### src/rtl/noc_out_arbiter_pkg.sv
// noc_out_arbiter_pkg
// Shared constants and types for the per-output-port packet arbiter.
// Flit type codes and the router port indices are shared with the
// LBDR units and the crossbar so that every block agrees on bit order.
//   HEADER/PAYLOAD/TAIL : 3-bit flit_id codes carried with each flit
//   N/E/W/S/L           : requester index of each input port
//   arb_state_t         : arbiter FSM state encoding
//   wd_cnt_width()      : width of the optional watchdog counter

package noc_out_arbiter_pkg;

  localparam logic [2:0] HEADER  = 3'b001;
  localparam logic [2:0] PAYLOAD = 3'b010;
  localparam logic [2:0] TAIL    = 3'b100;

  localparam int N = 0;
  localparam int E = 1;
  localparam int W = 2;
  localparam int S = 3;
  localparam int L = 4;

  typedef enum logic {
    IDLE   = 1'b0,
    LOCKED = 1'b1
  } arb_state_t;

  // The watchdog counter must hold TIMEOUT and is never narrower than 8 bits.
  function automatic int wd_cnt_width(input int timeout);
    int w;
    w = $clog2(timeout + 1);
    return (w > 8) ? w : 8;
  endfunction

endpackage

### src/rtl/noc_out_arbiter_rr_pick.sv
// rr_pick
// Combinational circular priority search. Starting one position after
// `ptr` (the last-served index) and wrapping modulo NPORTS, it selects the
// first set bit of `req`. Kept standalone so the input-side VC allocator
// can reuse it.
// Ports:
//   req       in  NPORTS  request vector
//   ptr       in  3       last-served index
//   grant_oh  out NPORTS  one-hot winner (zero when no request)
//   grant_idx out 3       binary index of the winner
//   valid     out 1       at least one request present

module rr_pick #(
  parameter int NPORTS = 5
) (
  input  logic [NPORTS-1:0] req,
  input  logic [2:0]        ptr,
  output logic [NPORTS-1:0] grant_oh,
  output logic [2:0]        grant_idx,
  output logic              valid
);

  // Walk the candidates ptr+1 .. ptr+NPORTS; the first hit wins and later
  // hits are masked by `valid`, so the last-served input has lowest priority.
  always_comb begin
    int cand;
    grant_oh  = '0;
    grant_idx = '0;
    valid     = 1'b0;
    cand      = 0;
    for (int k = 1; k <= NPORTS; k++) begin
      cand = (int'(ptr) + k) % NPORTS;
      if (!valid && req[cand]) begin
        valid          = 1'b1;
        grant_oh[cand] = 1'b1;
        grant_idx      = 3'(cand);
      end
    end
  end

endmodule

### src/rtl/noc_out_arbiter.sv
// noc_out_arbiter
// Per-output-port wormhole arbiter. Grants the output to one requesting
// input at a time in round-robin order, holds the grant for the whole
// packet and releases it when the tail flit actually transfers.
// Optional watchdog: define NOC_ARB_WATCHDOG_EN to compile in a stall
// counter that force-releases a lock after TIMEOUT idle LOCKED cycles.
// Ports:
//   clk          in  1       clock
//   rst          in  1       asynchronous active-high reset
//   req          in  NPORTS  LBDR route requests (0=N,1=E,2=W,3=S,4=L)
//   empty        in  NPORTS  input FIFO empty flags
//   out_full     in  1       downstream FIFO full (back-pressure)
//   flit_id_sel  in  3       flit_id at the head of the selected FIFO
//   grant        out NPORTS  registered one-hot grant
//   sel          out 3       registered crossbar select
//   rd_en        out NPORTS  read enable to the granted FIFO
//   wr_en        out 1       output write strobe, rd_en delayed one cycle
//   busy         out 1       FSM is LOCKED
//   timeout_err  out 1       watchdog release pulse (NOC_ARB_WATCHDOG_EN only)

module noc_out_arbiter
  import noc_out_arbiter_pkg::*;
#(
  parameter int NPORTS  = 5,
  parameter int TIMEOUT = 64
) (
  input  logic              clk,
  input  logic              rst,
  input  logic [NPORTS-1:0] req,
  input  logic [NPORTS-1:0] empty,
  input  logic              out_full,
  input  logic [2:0]        flit_id_sel,
  output logic [NPORTS-1:0] grant,
  output logic [2:0]        sel,
  output logic [NPORTS-1:0] rd_en,
  output logic              wr_en,
  output logic              busy
`ifdef NOC_ARB_WATCHDOG_EN
  ,
  output logic              timeout_err
`endif
);

  arb_state_t        state;
  arb_state_t        state_nxt;
  logic [2:0]        ptr;
  logic [NPORTS-1:0] pick_oh;
  logic [2:0]        pick_idx;
  logic              pick_valid;
  logic              xfer;
  logic              tail_xfer;
  logic              release_lock;

  rr_pick #(
    .NPORTS(NPORTS)
  ) u_pick (
    .req      (req),
    .ptr      (ptr),
    .grant_oh (pick_oh),
    .grant_idx(pick_idx),
    .valid    (pick_valid)
  );

  // A transfer is any cycle the granted FIFO is read; only a transferred
  // tail ends the packet, a stalled tail keeps the lock.
  assign xfer      = |rd_en;
  assign tail_xfer = xfer && (flit_id_sel == TAIL);

`ifdef NOC_ARB_WATCHDOG_EN
  localparam int WD_W = wd_cnt_width(TIMEOUT);

  logic [WD_W-1:0] wd_cnt;
  logic            wd_fire;

  assign wd_fire      = (state == LOCKED) && !xfer && (wd_cnt >= WD_W'(TIMEOUT));
  assign release_lock = tail_xfer || wd_fire;

  // Counter is held at zero outside LOCKED, so it starts from zero on
  // every new lock; any transfer restarts the stall count.
  always_ff @(posedge clk or posedge rst) begin
    if (rst) begin
      wd_cnt      <= '0;
      timeout_err <= 1'b0;
    end else begin
      timeout_err <= wd_fire;
      if (state != LOCKED || xfer || wd_fire) begin
        wd_cnt <= '0;
      end else begin
        wd_cnt <= wd_cnt + 1'b1;
      end
    end
  end
`else
  assign release_lock = tail_xfer;
`endif

  // State register.
  always_ff @(posedge clk or posedge rst) begin
    if (rst) begin
      state <= IDLE;
    end else begin
      state <= state_nxt;
    end
  end

  // Next state: any request locks, only a release returns to IDLE.
  // The IDLE cycle after a release is the mandatory inter-packet bubble.
  always_comb begin
    state_nxt = state;
    case (state)
      IDLE:    if (pick_valid)   state_nxt = LOCKED;
      LOCKED:  if (release_lock) state_nxt = IDLE;
      default: state_nxt = IDLE;
    endcase
  end

  // Grant, select and pointer. sel is loaded only on IDLE->LOCKED so the
  // crossbar select never moves inside a packet; ptr records who was just
  // served so that input gets lowest priority next time.
  always_ff @(posedge clk or posedge rst) begin
    if (rst) begin
      grant <= '0;
      sel   <= '0;
      ptr   <= 3'(NPORTS - 1);
    end else if (state == IDLE) begin
      if (pick_valid) begin
        grant <= pick_oh;
        sel   <= pick_idx;
      end
    end else if (release_lock) begin
      grant <= '0;
      ptr   <= sel;
    end
  end

  // FIFO data appears at the crossbar one cycle after the read, so the
  // output strobe is the read strobe delayed by one cycle.
  always_ff @(posedge clk or posedge rst) begin
    if (rst) begin
      wr_en <= 1'b0;
    end else begin
      wr_en <= xfer;
    end
  end

  // Outputs. grant is one-hot, so masking with ~empty leaves at most the
  // selected input's read enable.
  always_comb begin
    busy  = (state == LOCKED);
    rd_en = '0;
    if (state == LOCKED && !out_full) begin
      rd_en = grant & ~empty;
    end
  end

endmodule
### config.mk
export PLATFORM = sky130hd
export DESIGN_NAME = noc_out_arbiter
export DESIGN_NICKNAME = d
export VERILOG_FILES = /design/src/rtl/noc_out_arbiter_pkg.sv /design/src/rtl/noc_out_arbiter_rr_pick.sv /design/src/rtl/noc_out_arbiter.sv
export SDC_FILE = /design/constraint.sdc
export NUM_CORES = 1
export LEC_CHECK = 0
export BUFFER_PORTS_ARGS = -buffer_cell sky130_fd_sc_hd__buf_2
export CAP_MARGIN = 0
export CORE_MARGIN = 1.5
export CORE_UTILIZATION = 50
export DETAILED_ROUTE_END_ITERATION = 7
export MAX_ROUTING_LAYER = met4
export PLACE_DENSITY = 0.69
export SYNTH_ARGS = -nofsm -noshare
export SYNTH_HDL_FRONTEND = slang
export SYNTH_HIERARCHICAL = 1
export SYNTH_SLANG_ARGS = --single-unit
### constraint.sdc
create_clock -name clk -period 8.7 [get_ports clk]
set_clock_uncertainty 0.2 [all_clocks]
set_input_delay 0.435 -clock clk [delete_from_list [all_inputs] [get_ports clk]]
set_output_delay 0.435 -clock clk [all_outputs]
set_load 0.005 [all_outputs]
# == After elaboration in Yosys (flattened, before gate mapping) ==
# Index checks and enable logic that the tools add are counted.
# word_totals
reg_bits,13
output_inout_bits,15
wordCells,102
# classes
n_addsub,5
div_mod_pow,5
n_lt_le_gt_ge,10
eq_ne,2
muxes,47
bitwise,7
reduce_logical,21
# ops
op,n
"32-bit by 1-bit greater-or-equal comparator with 1-bit output, second input constant",5
"32-bit by 5-bit < comparator with 1-bit output, second input constant",5
"32-bit by 4-bit modulo with 32-bit output, second input constant",5
5-bit two-way mux,9
1-bit two-way mux,22
5-bit bitwise OR,4
1-bit binary-select mux with 3-bit select,5
1-bit demux with 3-bit select,5
3-bit two-way mux,5
1-bit logical AND,11
"3-bit by 2-bit adder with 4-bit output, second input constant",2
"3-bit by 3-bit adder with 4-bit output, second input constant",2
2-bit AND reduction,3
5-bit AND,1
1-bit zero test,5
5-bit inverter,1
5-bit OR reduction,1
"3-bit by 1-bit adder with 4-bit output, second input constant",1
"3-bit == test, second input constant",1
"2-bit by 1-bit != test with 1-bit output, second input constant",1
1-bit one-hot mux with 2 select lines,1
2-bit nonzero test,1
1-bit inverter,1

# == Logic depth before layout (Yosys ltp) ==
# Gate-level depths: netlist of run 1.
# depth
word_depth,20
depth_mapped,26
depth_no_buf,20

# == Hierarchy ==
# Netlist of run 1, hierarchy kept.
# by_module_without_submodules
mod,instances,cells_per_inst,area_per_inst_um2
rr_pick,1,375,2633.8
noc_out_arbiter,1,62,596.8

# == Worst setup path after synthesis of run 1 ==
# No wires, ideal clock.
# synth_timing
path_type,flip-flop to flip-flop
from,register ptr[0]
to,register sel[1]
setup_time_ns,0.117
t_arrival_ns,5.690
path_slack_ns,2.693
stages_incl_launch_ff,25
n_path_buf,6
cell_sequence,dfrtp_1 > buf_2 > buf_1 > clkinv_1 > clkbuf_1 > ha_1 > buf_2 > clkinv_1 > ha_1 > nor2_1 > a21oi_1 > xnor2_1 > ha_1 > nand2b_1 > o22ai_1 > a311o_1 > buf_4 > mux2i_1 > or4b_1 > nand3_2 > and4bb_1 > buf_4 > a221o_1 > nand2_1 > nand2_1
# synth_lines
element,line_no,source
"start, declared",noc_out_arbiter.sv:46,logic [2:0] ptr;
"start signal, assigned",noc_out_arbiter.sv:124,ptr <= 3'(NPORTS - 1);
"start signal, assigned",noc_out_arbiter.sv:132,ptr <= sel;
3-bit by 1-bit adder with 4-bit output,noc_out_arbiter_rr_pick.sv:32,cand = (int'(ptr) + k) % NPORTS;
32-bit by 4-bit modulo with 32-bit output,noc_out_arbiter_rr_pick.sv:32,
1-bit binary-select mux with 3-bit select,noc_out_arbiter_rr_pick.sv:33,if (!valid && req[cand]) begin
1-bit two-way mux (implied by the code) (2 in a row),noc_out_arbiter_rr_pick.sv:33,
1-bit two-way mux,noc_out_arbiter_rr_pick.sv:33,
1-bit zero test,noc_out_arbiter_rr_pick.sv:33,
1-bit logical AND,noc_out_arbiter_rr_pick.sv:33,
1-bit two-way mux,noc_out_arbiter_rr_pick.sv:33,
[2 not listed],-,
1-bit two-way mux,noc_out_arbiter_rr_pick.sv:33,
1-bit zero test,noc_out_arbiter_rr_pick.sv:33,
1-bit logical AND,noc_out_arbiter_rr_pick.sv:33,
1-bit two-way mux,noc_out_arbiter_rr_pick.sv:33,
1-bit zero test,noc_out_arbiter_rr_pick.sv:33,
1-bit logical AND,noc_out_arbiter_rr_pick.sv:33,
3-bit two-way mux (*),noc_out_arbiter_rr_pick.sv:33,
via pick_idx[1],noc_out_arbiter.sv:48,logic [2:0] pick_idx;
"end signal, assigned",noc_out_arbiter.sv:128,sel <= pick_idx;
"end, declared",noc_out_arbiter.sv:34,"output logic [2:0] sel,"
# Mark *: on every way through the listed nets, which the timed path passes. The rest lies on a longest branch. The select of a mux whose other input is x is not followed.
# A chain may end at the register's enable or synchronous reset.

# == Worst setup path after layout of run 1 ==
# layout_timing
from,register ptr[0]
to,register sel[2]
# Same word-level chain as after synthesis.

==> results of run 1 <==
## final cells by class
| cell class | instances | area [sq um] |
|---|---|---|
| well taps | 77 | 96.3 |
| clock buffers | 4 | 45.0 |
| repair buffers | 31 | 158 |
| multi-input cells | 376 | 2700 |
| fillers | 642 | 2890 |
| inverters | 26 | 97.6 |
| flip-flops and latches | 13 | 327 |
## final timing paths
kind / to / from / cells after the start / slack [ns]
setup / recovery: sel[2] / ptr[0] / 19 / 2.37
hold / removal: grant[4] / rst / 2 / 0.01
setup reg to reg: sel[2] / ptr[0] / 19 / 2.37
hold reg to reg: sel[0] / sel[0] / 2 / 0.31
max in group asynchronous: ptr[2] / rst / 2 / 7.93
min in group clk: sel[0] / sel[0] / 2 / 0.31
## cell usage in the layout (no fill, tap or decap), types with 10 or more instances in the layout
cell type,n
nand2_1,59
inv_1,23
mux2i_1,12
ha_1,33
o21ai_0,25
o211ai_1,10
nand3_1,11
dfrtp_1,12
nor2_1,26
xnor2_1,14
a21oi_1,26
buf_2,30
nand2b_1,13
## sequential cells by signal, indices dropped and copies added (netlist names)
register and cells:
ptr 3, wr_en 1, grant 5, busy 1, sel 3
## power breakdown
group,switching [mW],internal [mW],total [mW]
Clock,0.0217,0.0324,0.0541
Combinational,0.765,0.489,1.25
Sequential,0.0299,0.0816,0.112
Total,0.816,0.603,1.42
## cell usage after synthesis, drive strengths merged, types with 4 or more instances
cell | number | area share
nand2 | 59 | 0.069
nor4 | 7 | 0.014
or2 | 4 | 0.0077
clkbuf | 11 | 0.013
nor2b | 6 | 0.012
dfrtp | 12 | 0.093
mux2 | 10 | 0.037
nor3 | 7 | 0.012
or4b | 4 | 0.014
a22oi | 6 | 0.014
ha | 33 | 0.13
nor2 | 26 | 0.030
nand3 | 13 | 0.026
and2 | 7 | 0.014
o211ai | 10 | 0.023
nand4 | 8 | 0.015
o22ai | 4 | 0.0077
a211oi | 10 | 0.027
xnor2 | 15 | 0.043
inv | 24 | 0.028
buf | 11 | 0.019
a21oi | 28 | 0.048
a31oi | 6 | 0.012
nand2b | 14 | 0.029
mux2i | 12 | 0.037
o21ai | 27 | 0.042
## cell families (layout without fill, tap and decap cells)
group | count (synthesis) | count (layout) | synth area share
adder cells (fa/ha/maj) | 33 | 33 | 0.128
AND/OR/NAND/NOR | 178 | 178 | 0.300
multiplexers | 23 | 23 | 0.0813
AO/OA/AOI/OAI | 126 | 126 | 0.281
flip-flops | 13 | 13 | 0.101
buffers and inverters | 48 | 61 | 0.0627
XOR/XNOR | 16 | 16 | 0.0457
## worst reg2reg max path: stages (launching register included)
cell	delay (ns)
dfrtp_1	0.34
clkinv_1	0.51
ha_1	0.91
clkinv_1	0.42
ha_1	0.34
nor2_1	0.12
a21oi_1	0.11
xnor2_1	0.48
ha_1	0.35
nand2b_1	0.13
o22ai_1	0.07
a311o_1	0.43
mux2i_1	0.22
or4b_1	0.63
nand3_2	0.14
and4bb_1	0.34
a211oi_1	0.28
a21oi_1	0.07
nand2_1	0.09
nand2_1	0.05
## per-layer routing
metal  wire (um)  track usage  part of all wire  up-vias
met5           0            -                 0        -
met4          95       0.0470             0.011        0
met3         539       0.0288             0.061       12
met2        3920        0.399              0.44      118
met1        4280        0.367              0.48     1607
li1            -            -                 -     1640
## metrics by stage
stage               hold slack, ns  std cells  power (mW)
global route                0.0578        527        1.56
floorplan                    0.111        437        1.10
global placement             0.280        523        1.32
finish                      0.0127        527        1.42
CTS                         0.0269        527        1.39
detailed placement           0.289        523        1.33
==> results.cfg, run 1 <==
[cts]
clock_sinks = 13
cts_hold_buf = 0
clkTransAtPathRegs_ns = 0.06
numCtsBuffers = 3
clock_path_buffers = 2
clkLatencyLatePin_ns = 0.24
cts_tree = done
cts_root_buf = clkbuf_8
cts_resized = 0
h-tree-depth = 1
cts_setup_buffers = 0

[critical_path]
setup.worst_path.class = flip-flop to flip-flop
required_ns = 8.63
worstPathCellList = clkinv_1, ha_1, clkinv_1, ha_1, nor2_1, a21oi_1, xnor2_1, ha_1, nand2b_1, o22ai_1, a311o_1, mux2i_1, or4b_1, nand3_2, and4bb_1, a211oi_1, a21oi_1, nand2_1, nand2_1
crit_top_cell = ha_1
crit_buf_inv = 2
cp_slowest_cell = ha_1
endpoint_kind = flip-flop
cpPeakStageDelay_ns = 0.91
worstPathArrival_ns = 6.27
cp-start-kind = flip-flop
crit_family = adder cells
path_max_fanout = 20

[cells_and_area]
nets = 500
fin_util = 0.542
antennaDiodeCount = 0
syn2layout_area_growth_pct = 6.00
drive_above_1_share = 0.144
finalInstanceArea_sq_um = 3420

[synth]
syn_avg_cell_area_sq_um = 7.39
synth_edf_count = 0
ys_types = 82
yosysSeqAreaShare = 0.101
syn_nets = 486
netlist_instances = 437
ys_ff_latch = 13
synth_flop_cell = dfrtp_1
ys_warn_count = 6
netlist_area_sq_um = 3230
async_flop_share = 1.00

[floorplanning]
row_count = 29
die_x_um = 83.4
core_sq_um = 6310
die-area_sq_um = 6950
ios = 31
start_util = 0.512
die_y_um = 83.4

[power_and_ir_drop]
leakage_nw = 1.46
ir_drop_mv = 0.208
power.density_nw_per_um2 = 414

[place]
gp_congestion = 0.935
dpl.hpwl_mm = 6.82
placed_area_sq_um = 3380
portBuffers = 30
dp_slack_ns = 2.52

[sta]
slew_violations = 0
fmax_ghz = 0.158
setup_tns_ns = 0
tightest_slew_ns = 0.858
period_share = 0.728
setup_viol = 0
post-route-min-period_ns = 6.33
relSlewSlack = 0.422
hold_viol_final = 0
rsz0062_at_grt = false
fin_ws_ns = 2.37

[global_route]
grt_pass1_wl_mm = 14.7
grt_overflow = 0
grtUsageTotal = 0.258
grt_max_degree = 51
antenna_found_initial = 0
grt_pass1_vias = 3061

[route]
antenna_left = 0
post_drt_wl_per_cell_um = 16.8
vias = 3377
drt_pass1_iterations = 5
drc = 0
wirelength_mm = 8.84
via_per_inst = 6.41
drtIter0Drc = 300

[job]
drv_cap = 0

[worst_hold_path]
hp-class = primary input to async pin

[status]
status = complete, no violations
No activity file was read; power rests on OpenSTA's default activity.
==> run 2, diff against run 1 <==
ABC_AREA = 1   (was not set)
clock period = 6.52 ns   (was 8.7 ns; I/O delays follow)
==> run 2 against run 1 <==
- count of clock-buffer cells in the layout unchanged
- die area down 1.5%
- maximum frequency up 22%
- non-clock buffer count up 1
- wire length down 6.2%
- sequential cell count unchanged
- sequential share of layout area down 0.059 points
- setup slack worse by 1.0 ns
- largest cell class unchanged
==> results.cfg, run 2 <==
[route]
drt_pass1_iterations = 5
drc = 0
vias = 3511
antenna_left = 0
post_drt_wl_per_cell_um = 12.3
wirelength_mm = 8.29
drtIter0Drc = 248
via_per_inst = 5.22

[global_route]
grtUsageTotal = 0.260
grt_pass1_vias = 3062
grt_pass1_wl_mm = 13.5
antenna_found_initial = 0
grt_max_degree = 28
grt_overflow = 0

[critical_path]
cp_slowest_cell = ha_1
timing.rr.end = sel[2]
critical_path.startpoint = ptr[0]
r2r_setup_slack_ns = 1.33
cpPeakStageDelay_ns = 0.71
worstPathArrival_ns = 5.11
required_ns = 6.44
worst-r2r-cell-count = 27
r2r_start = ptr[0]
cp-start-kind = flip-flop
crit_end = sel[2]
endpoint_kind = flip-flop
setup.worst_path.class = flip-flop to flip-flop
crit_top_cell = nand2_1
path_max_fanout = 27

[synth]
synth_most_common_cell = nand2_1
yosys.area.top_type = nand2_1
synthTopCellsByArea = nand2_1 (22%), ha_1 (13%), inv_1 (11%), dfrtp_1 (9.4%), nand3_1 (6.9%)
syn_nets = 617
async_flop_share = 1.00
yosysSeqAreaShare = 0.103
synth_common_cells = nand2_1 (184), inv_1 (96), nor2_1 (54)
ys_types = 39
syn_avg_cell_area_sq_um = 5.60
netlist_area_sq_um = 3180
ys_warn_count = 6
ys_ff_latch = 13
synth_flop_cell = dfrtp_1
synth_edf_count = 0
netlist_instances = 568
synth_top_area_frac = 0.217

[sta]
rsz0062_at_grt = false
slew_violations = 0
setup_viol = 0
setup_tns_ns = 0
fmax_ghz = 0.192
period_share = 0.797
post-route-min-period_ns = 5.19
tightest_slew_ns = 0.705
relSlewSlack = 0.526
hold_viol_final = 0

[cts]
h-tree-depth = 1
numCtsBuffers = 3
clock_sinks = 13
clock_path_buffers = 2
cts_hold_buf = 1
cts_setup_buffers = 0
clkLatencyLatePin_ns = 0.24
cts_resized = 0
clkTransAtPathRegs_ns = 0.05
cts_tree = done
cts_root_buf = clkbuf_8

[job]
drv_cap = 0

[floorplanning]
ios = 31
start_util = 0.528
die_x_um = 82.8
core_sq_um = 6030
die_y_um = 82.8
row_count = 28
die-area_sq_um = 6850

[worst_hold_path]
hp-class = flip-flop to flip-flop

[place]
dpl.hpwl_mm = 6.77
portBuffers = 30
place_inst = 667
gp_congestion = 0.877

[status]
status = complete, no violations

[cells_and_area]
final_common_cell = nand2_1
final_cells = 672
reg_top3 = grant: 5 flops, ptr: 3 flops, sel: 3 flops
largest_reg_flops = 5
largest_register = grant
layout_common_cells = nand2_1 (184), inv_1 (96), nor2_1 (54)
syn2layout_area_growth_pct = 8.30
drive_above_1_share = 0.144
nets = 647
antennaDiodeCount = 0
## run 2: logic make-up (layout without fill, tap and decap cells)
logic type	count (synthesis)	after routing	share of synthesized area
AO/OA/AOI/OAI	52	52	0.103
adder cells (fa/ha/maj)	33	33	0.130
buffers and inverters	108	137	0.133
AND/OR/NAND/NOR	358	358	0.521
flip-flops	13	13	0.103
XOR/XNOR	4	4	0.0110
## run 2: critical path, delay by kind of cell (launching register included)
family / cells / cell delay [ns]
DFF: 1 / 0.32
and+or+nand+nor: 15 / 1.56
xor gates and xnor gates: 1 / 0.31
AOI/OAI and AO/OA: 2 / 0.27
buffers and inverters: 6 / 1.15
adders and majority gates: 3 / 1.24
## run 2: cell type report
| class | instances | area (sq um) |
|---|---|---|
| multi-input combinational | 447 | 2430 |
| timing repair buffer | 32 | 168 |
| inverter | 101 | 379 |
| tap | 75 | 93.8 |
| fill | 627 | 2580 |
| sequential | 13 | 327 |
| clock buffer | 4 | 45.0 |
## run 2: worst min-delay path by stage
stage | from | endpoint | slack [ns] | cells past startpoint
2_1_floorplan | rst | busy | 0.002 | 1
3_3_place_gp | rst | wr_en | 0.16 | 2
3_5_place_dp | rst | ptr[1] | 0.17 | 2
4_1_cts | busy | busy | 0.32 | 2
5_1_grt | busy | busy | 0.34 | 2
6_report | busy | busy | 0.31 | 2
## run 2: routing by layer
metal | share of wire | track usage | wire, um | up-vias
met2 | 0.45 | 0.437 | 3760 | 107
met1 | 0.47 | 0.323 | 3890 | 1541
li1 | - | - | - | 1850
met4 | 0.026 | 0.0983 | 212 | 0
met3 | 0.052 | 0.0230 | 427 | 13
met5 | 0 | - | 0 | -
## run 2: stage by stage
step / worst slack (ns) / instance area [sq um] / utilization / hold slack [ns]
2_1_floorplan: 1.86 / 3180 / - / 0.00224
3_3_place_gp: 1.38 / 3390 / 0.563 / 0.161
3_5_place_dp: 1.33 / 3390 / 0.563 / 0.172
4_1_cts: 1.30 / 3450 / 0.572 / 0.316
5_1_grt: 0.753 / 3450 / 0.572 / 0.341
6_report: 1.33 / 3450 / 0.572 / 0.312
Power of run 2 is not shown: default switching activity piles up to over one toggle a cycle in this logic, so the estimate is an artifact.
